## config.mk

```make
export PLATFORM = sky130hd
export DESIGN_NAME = asynchronous_fifo_write_packer
export DESIGN_NICKNAME = d
export VERILOG_FILES = /design/src/rtl/asynchronous_fifo_write_packer.sv
export SDC_FILE = /design/constraint.sdc
export NUM_CORES = 1
export LEC_CHECK = 0
export BUFFER_PORTS_ARGS = -buffer_cell sky130_fd_sc_hd__buf_2
export CORE_AREA = 2 2 108 110
export CTS_CLUSTER_DIAMETER = 100
export DETAILED_ROUTE_END_ITERATION = 8
export DIE_AREA = 0 0 110 112
export PLACE_DENSITY = 0.48
export SYNTH_ARGS = -nofsm -noshare
export SYNTH_HDL_FRONTEND = slang
export SYNTH_SLANG_ARGS = --single-unit
export TNS_END_PERCENT = 1
```

## constraint.sdc

```tcl
create_clock -name write_clock -period 5.5 [get_ports write_clock]
set_clock_uncertainty 0.15 [all_clocks]
set_input_delay 0.55 -clock write_clock [delete_from_list [all_inputs] [get_ports write_clock]]
set_output_delay 0.55 -clock write_clock [all_outputs]
set_load 0.02 [all_outputs]
```

## src/rtl/asynchronous_fifo_write_packer.sv

```systemverilog
// rtl/asynchronous_fifo_write_packer.sv - packs narrow stream beats into wide FIFO words with a lane-valid mask
//
// Purpose: write-domain front end of the asynchronous FIFO. Accepts RATIO beats of
// INPUT_WIDTH bits (little-endian lane order) and emits one OUTPUT_WIDTH word plus a
// RATIO-bit lane mask per completed word. A word closes on the last lane or on
// input_last; unused lanes are filled with PAD_VALUE. write_flush drops partial and
// held words.
//
// Ports:
//   write_clock        write-domain clock
//   write_resetn       asynchronous active-low reset
//   write_flush        synchronous flush (shared with the FIFO write_flush)
//   input_valid        input beat valid
//   input_ready        input beat accepted when input_valid && input_ready
//   input_data         input beat payload
//   input_last         close the current word after this beat
//   fifo_write_full    FIFO full flag, used as backpressure
//   fifo_write_enable  write strobe to the FIFO
//   fifo_write_data    packed data word (driven by the hold stage)
//   fifo_write_mask    lane-valid mask; bit k set = lane k holds real data
//   partial_pending    assembly buffer holds at least one uncommitted beat

module asynchronous_fifo_write_packer #(
    parameter int INPUT_WIDTH  = 8,
    parameter int RATIO        = 4,
    parameter int RATIO_LOG2   = $clog2(RATIO),
    parameter int OUTPUT_WIDTH = INPUT_WIDTH * RATIO,
    parameter logic [INPUT_WIDTH-1:0] PAD_VALUE = '0
) (
    input  logic                    write_clock,
    input  logic                    write_resetn,
    input  logic                    write_flush,
    input  logic                    input_valid,
    output logic                    input_ready,
    input  logic [INPUT_WIDTH-1:0]  input_data,
    input  logic                    input_last,
    input  logic                    fifo_write_full,
    output logic                    fifo_write_enable,
    output logic [OUTPUT_WIDTH-1:0] fifo_write_data,
    output logic [RATIO-1:0]        fifo_write_mask,
    output logic                    partial_pending
);

    localparam int MASK_WIDTH = RATIO;
    localparam logic [OUTPUT_WIDTH-1:0] PAD_WORD = {RATIO{PAD_VALUE}};
    localparam logic [RATIO_LOG2-1:0]   LAST_LANE = RATIO_LOG2'(RATIO - 1);

    // Assembly buffer
    logic [OUTPUT_WIDTH-1:0] assembly_data;
    logic [MASK_WIDTH-1:0]   assembly_mask;
    logic [RATIO_LOG2-1:0]   lane;

    // One-entry hold stage feeding the FIFO
    logic                    hold_valid;
    logic [OUTPUT_WIDTH-1:0] hold_data;
    logic [MASK_WIDTH-1:0]   hold_mask;

    logic                    accept;
    logic                    complete;
    logic [OUTPUT_WIDTH-1:0] merged_data;
    logic [MASK_WIDTH-1:0]   merged_mask;

    assign fifo_write_enable = hold_valid && !fifo_write_full && !write_flush;
    // Conservative: the hold stage must be empty or draining this cycle before a
    // new beat is taken, so a completing beat always has somewhere to land.
    assign input_ready       = !write_flush && (!hold_valid || fifo_write_enable);
    assign accept            = input_valid && input_ready;
    assign complete          = accept && ((lane == LAST_LANE) || input_last);

    assign fifo_write_data   = hold_data;
    assign fifo_write_mask   = hold_mask;

    // Current beat merged into the assembly buffer; becomes either the new
    // assembly state or, on completion, the word loaded into the hold stage.
    always_comb begin
        merged_data = assembly_data;
        merged_data[lane*INPUT_WIDTH +: INPUT_WIDTH] = input_data;
        merged_mask = assembly_mask | (MASK_WIDTH'(1) << lane);
    end

    always_ff @(posedge write_clock or negedge write_resetn) begin
        if (!write_resetn) begin
            assembly_data   <= PAD_WORD;
            assembly_mask   <= '0;
            lane            <= '0;
            partial_pending <= 1'b0;
            hold_valid      <= 1'b0;
            hold_data       <= '0;
            hold_mask       <= '0;
        end else if (write_flush) begin
            assembly_data   <= PAD_WORD;
            assembly_mask   <= '0;
            lane            <= '0;
            partial_pending <= 1'b0;
            hold_valid      <= 1'b0;
            hold_data       <= '0;
            hold_mask       <= '0;
        end else begin
            if (fifo_write_enable) begin
                hold_valid <= 1'b0;
            end
            if (accept) begin
                if (complete) begin
                    // Reload wins over the drain above when both happen together.
                    hold_valid      <= 1'b1;
                    hold_data       <= merged_data;
                    hold_mask       <= merged_mask;
                    assembly_data   <= PAD_WORD;
                    assembly_mask   <= '0;
                    lane            <= '0;
                    partial_pending <= 1'b0;
                end else begin
                    assembly_data   <= merged_data;
                    assembly_mask   <= merged_mask;
                    lane            <= lane + RATIO_LOG2'(1);
                    partial_pending <= 1'b1;
                end
            end
        end
    end

endmodule

```

### After elaboration in Yosys (flattened, before gate mapping)

Cells that the tools add are included.

| operators by class | value |
|---|---|
| add/sub/neg operators | 2 |
| bitwise operators | 1 |
| shifts and indexed selects | 3 |
| multiplexer cells | 23 |
| equal/unequal tests | 1 |
| reductions and logical operators | 13 |

Operators by type and width:

| operator | number |
|---|---|
| $mux 32 | 6 |
| $neg 5->34 | 1 |
| $shift 8x34->32 const A | 1 |
| $shiftx 8x34->32 | 1 |
| $bwmux 32 | 1 |
| $mux 4 | 6 |
| $mux 1 | 7 |
| $mux 2 | 3 |
| $logic_and 1x1->1 | 5 |
| $or 4x4->4 | 1 |
| $reduce_bool 2->1 | 2 |
| $shl 1x2->4 const A | 1 |
| $logic_not 1->1 | 3 |
| $add 2x1->2 const B | 1 |
| $eq 2x2->1 const B | 1 |
| $logic_or 1x1->1 | 2 |
| $reduce_and 2->1 | 1 |

| word-level totals | value |
|---|---|
| bits in registers | 76 |
| bits of input ports | 14 |

### Logic depth before layout (Yosys ltp)

| depth | value |
|---|---|
| depth after elaboration | 10 |
| mapped depth | 8 |

### Worst setup path after synthesis

No wires, ideal clock.

| timing | value |
|---|---|
| path kind | input to output |
| start | input write_flush |
| end | output fifo_write_enable |
| path buffers | 2 |
| data required time | 4.800 ns |
| arrival | 1.423 ns |
| stages on the path | 3 |
| path slack | 3.377 ns |
| cell sequence | buf_2 buf_2 nor3b_1 |

| on the way | value |
|---|---|
| word-level cells in the longest chain between the ends | 2 |

Ends and longest elaborated chain:

| item | RTL line | text |
|---|---|---|
| start: declaration | 32 | `input logic write_flush,` |
| $logic_not 1->1 | 63 | `assign fifo_write_enable = hold_valid && !fifo_write_full && !write_flush;` |
| $logic_and 1x1->1 | 63 |  |
| end: declaration | 38 | `output logic fifo_write_enable,` |

No other way between the ends.

### Final worst setup path

| timing | value |
|---|---|
| start | register lane[0] |
| end | register hold_data[14] (netlist: fifo_write_data[14]) |

| on the way | value |
|---|---|
| word-level cells in the longest chain between the ends | 6 |

Ends and longest elaborated chain:

| item | RTL line | text |
|---|---|---|
| start: declaration | 51 | `logic [RATIO_LOG2-1:0] lane;` |
| start signal: assignment | 115 | `lane <= lane + RATIO_LOG2'(1);` |
| $neg 5->34 | 77 | `merged_data[lane*INPUT_WIDTH +: INPUT_WIDTH] = input_data;` |
| $shiftx 8x34->32 or $shift 8x34->32 (tied branches) | 77 |  |
| $bwmux 32 | 77 |  |
| $mux 32 | 103 | `if (complete) begin` |
| $mux 32 | 102 | `if (accept) begin` |
| $mux 32 | 90 | `end else if (write_flush) begin` |
| end signal: assignment | 106 | `hold_data <= merged_data;` |
| end: declaration | 55 | `logic [OUTPUT_WIDTH-1:0] hold_data;` |

Parallel ways exist; a longest one is shown, timed or not. The select of a mux whose other input is x is not followed.
A chain may end at the register's enable or synchronous reset.

==> impl_metrics.env <==
export IMPL_status="completed"
export IMPL_reg2reg_slack_ns=2.88
export IMPL_worstPathArrival_ns=2.67
export IMPL_yosysWarnings=0
export IMPL_vdd_drop_max_mv=0.1687
export IMPL_die_h_um=112
export IMPL_report_final_slew_viol_count=0
export IMPL_synthSimpleGateAreaFrac_pct=13.03
export IMPL_final_cell_mix="dfrtp_1 (76), a21oi_1 (64), buf_2 (51)"
export IMPL_rr_endpoint="fifo_write_data[14]$_DFFE_PN0P_"
export IMPL_switching_share_pct=25.68
export IMPL_synthMuxAreaShare_pct=0
export IMPL_critPathTopFamily="simple AND/OR/NAND/NOR gates"
export IMPL_synth_compound_area_share_pct=26.71
export IMPL_p_seq_share_pct=42.1
export IMPL_hold_ws_ns=0.2146
export IMPL_dieArea_mm2=0.01232
export IMPL_io_pins=53
export IMPL_diodes=0
export IMPL_tritoncts="yes"
export IMPL_grt_use_total_pct=18.04
export IMPL_ctsResizeCount=0
export IMPL_post_dp_hpwl_um=6326
export IMPL_final_period_utilization_pct=47.70
export IMPL_postCtsHoldBufs=0
export IMPL_crit_top_cell="nor2_2"
export IMPL_p_per_area_mw_per_mm2=331.7
export IMPL_cap_viol_max_count=0
export IMPL_startpoint_type="flop"
export IMPL_crit_fanout=21
export IMPL_ys_ff_latch=76
export IMPL_seq_area_mm2=0.001902
export IMPL_ant_nets=0
export IMPL_setup_tns_ns=0
export IMPL_hold_path_class="in2async"
export IMPL_multi_input_area_mm2=0.001531
export IMPL_clk_path_buf_depth=2
export IMPL_hold_viol=0
export IMPL_relSlewSlack_pct=34.75
export IMPL_first_pass_iters=4
export IMPL_place_congestion=0.7550
export IMPL_cp_required_ns=5.55
export IMPL_synth_net_count=348
export IMPL_worst_pin_slew_ns=0.9788
export IMPL_p_int_mw=1.046
export IMPL_synthTopCellsByArea="dfrtp_1 (52%), a21oi_1 (8.8%), a22o_1 (5.5%)"
export IMPL_path_class="reg2reg"
export IMPL_initial_utilization_pct=32.49
export IMPL_cts_max_level=3
export IMPL_slowest_stage="nor2_2"
export IMPL_synth_xor_area_share_pct=0
export IMPL_ys_types=38
export IMPL_grt_antenna_before_repair=0
export IMPL_drt_wl_total_um=10090
export IMPL_dpl_cell_area_mm2=0.003920
export IMPL_drive_gt1_share_pct=23.72
export IMPL_drc=0
export IMPL_postCtsSetupBuffers=0
export IMPL_critPathCaptureType="flop"
export IMPL_die_x_um=110
export IMPL_core_area_mm2=0.01117
export IMPL_via_per_inst=5.383
export IMPL_syn_area_per_cell_um2=11.07
export IMPL_cts_root_buf="clkbuf_16"
export IMPL_switching_power_uw=361.6
export IMPL_finalSetupViolations=0
export IMPL_clkTransAtPathRegs_ns=0.06
export IMPL_layout_commonest_cell="dfrtp_1"
export IMPL_rsz0062_at_grt="no"
export IMPL_netlist_area_mm2=0.003631
export IMPL_yosysTopAreaCell="dfrtp_1"
export IMPL_crit_reg2reg_launch="lane[0]$_DFFE_PN0P_"
export IMPL_crit_buf_inv=1
export IMPL_p_clk_share_pct=46.3
export IMPL_final_nets=387
export IMPL_overflow=0
export IMPL_wl_per_cell_um=19.63
export IMPL_synth_top_family_by_area="compound AO/OA/AOI/OAI gates"
export IMPL_design_area_mm2=0.004245
export IMPL_syn_instance_count=328
export IMPL_max_stage_delay_ns=0.69
export IMPL_drtIter0Drc=214
export IMPL_cts_buffers=9
export IMPL_grt_pass1_wl_um=16440
export IMPL_max_freq_mhz=381.1
export IMPL_p_leak_nw=1.888
export IMPL_port_buffers=52
export IMPL_clock_sinks=76
export IMPL_min_period_ns=2.624
export IMPL_row_count=39
export IMPL_ys_seq_area_share_pct=52.38
export IMPL_insertion_delay_ns=0.34
export IMPL_area_growth_synth_to_final_pct=16.92
export IMPL_crit_chain="ha_1 > nor2_2 > nor2_2 > buf_4 > a311oi_1"
export IMPL_synth_top_area_share_pct=52.38
export IMPL_grt_max_degree=77
export IMPL_vias=2767
export IMPL_pwr_share_comb_pct=11.6
export IMPL_r2r_cells=5
export IMPL_grt_pass1_vias=2789
export IMPL_fillCellCount=1126
export IMPL_synth_fa_ha_area_share_pct=2.068
[layout make-up]
| cell class | instances | share of cell area [%] |
|---|---|---|
| timing repair buffer | 57 | 7.073 |
| multi-input combinational | 221 | 36.07 |
| inverter | 2 | 0.1768 |
| tap | 143 | 4.215 |
| sequential | 76 | 44.80 |
| clock buffer | 11 | 5.953 |
| clock inverter | 4 | 1.709 |
[logic make-up (layout without fill, tap and decap cells)]
kind of cell               count (synthesis)  in the layout
and+or+nand+nor                           76             76
buffers and inverters                     31             74
adders and majority gates                  6              6
DFF                                       76             76
AOI/OAI and AO/OA                        139            139
[metrics by stage]
stage | total power [mW] | setup slack, ns | util [%] | std cells
after floorplan | 0.7026 | 3.377 | - | 328
after global placement | 0.7667 | 2.943 | 35.08 | 499
after detailed placement | 0.7682 | 2.849 | 35.08 | 499
after CTS | 1.425 | 2.859 | 37.99 | 514
after global routing | 1.463 | 2.628 | 37.99 | 514
final | 1.408 | 2.876 | 37.99 | 514
[synth_stat cells, drive strengths merged]
library cell	n
inv	2
nor4b	1
a21oi	69
clkbuf	7
nand3	3
a311oi	9
nor4	1
nand2b	9
nor3	3
nand4b	1
and4	3
or3	4
and4bb	1
a22oi	1
buf	22
and4b	1
nor2	8
nand4	1
o2bb2ai	8
nor4bb	1
a22o	23
dfrtp	76
nand2	11
nor2b	24
nor3b	3
a21boi	1
ha	6
a2bb2o	1
or2	1
a211oi	26
a21bo	1
[how the worst max path moves through the flow]
| stage | startpoint | to | slack [ns] | depth (start not counted) |
|---|---|---|---|---|
| 6_report | lane[0]$_DFFE_PN0P_ | fifo_write_data[14]$_DFFE_PN0P_ | 2.88 | 5 |
| 5_1_grt | lane[0]$_DFFE_PN0P_ | fifo_write_data[28]$_DFFE_PN0P_ | 2.63 | 5 |
| 4_1_cts | lane[0]$_DFFE_PN0P_ | fifo_write_data[14]$_DFFE_PN0P_ | 2.86 | 5 |
| 3_5_place_dp | lane[0]$_DFFE_PN0P_ | fifo_write_data[31]$_DFFE_PN0P_ | 2.85 | 5 |
| 3_3_place_gp | lane[0]$_DFFE_PN0P_ | fifo_write_data[28]$_DFFE_PN0P_ | 2.94 | 5 |
| 2_1_floorplan | write_flush | fifo_write_enable | 3.38 | 3 |
[power by group through the flow]
| stage | registers [mW] | clock network (mW) | logic [mW] |
|---|---|---|---|
| 2_1_floorplan | 0.621 | 0 | 0.0814 |
| 3_3_place_gp | 0.603 | 0 | 0.164 |
| 3_5_place_dp | 0.602 | 0 | 0.166 |
| 4_1_cts | 0.593 | 0.666 | 0.166 |
| 5_1_grt | 0.595 | 0.688 | 0.180 |
| 6_report | 0.593 | 0.652 | 0.163 |
[state kept, by name, indices dropped and copies added, names as in the netlist]
| name | cells |
|---|---|
| assembly_data | 32 |
| fifo_write_data | 32 |
| assembly_mask | 4 |
| fifo_write_mask | 4 |
| lane | 2 |
| hold_valid | 1 |
| partial_pending | 1 |
[routing by layer]
metal  GRT usage (%)  up-vias  wire length [um]
li1                -     1297                 -
met1           26.45     1386              4850
met2           25.89       72              4564
met3           3.571       12               497
met4           7.257        0               178
met5               0        -                 0
[worst register-to-register path, delay by kind of cell (launching register included)]
kind                     cells  cell delay (ns)
buffers and inverters        1             0.42
adder cells (fa/ha/maj)      1             0.35
AND/OR/NAND/NOR              2             0.83
AO/OA/AOI/OAI                1             0.15
flip-flops                   1             0.58
Power figures use the tool's default switching activity.
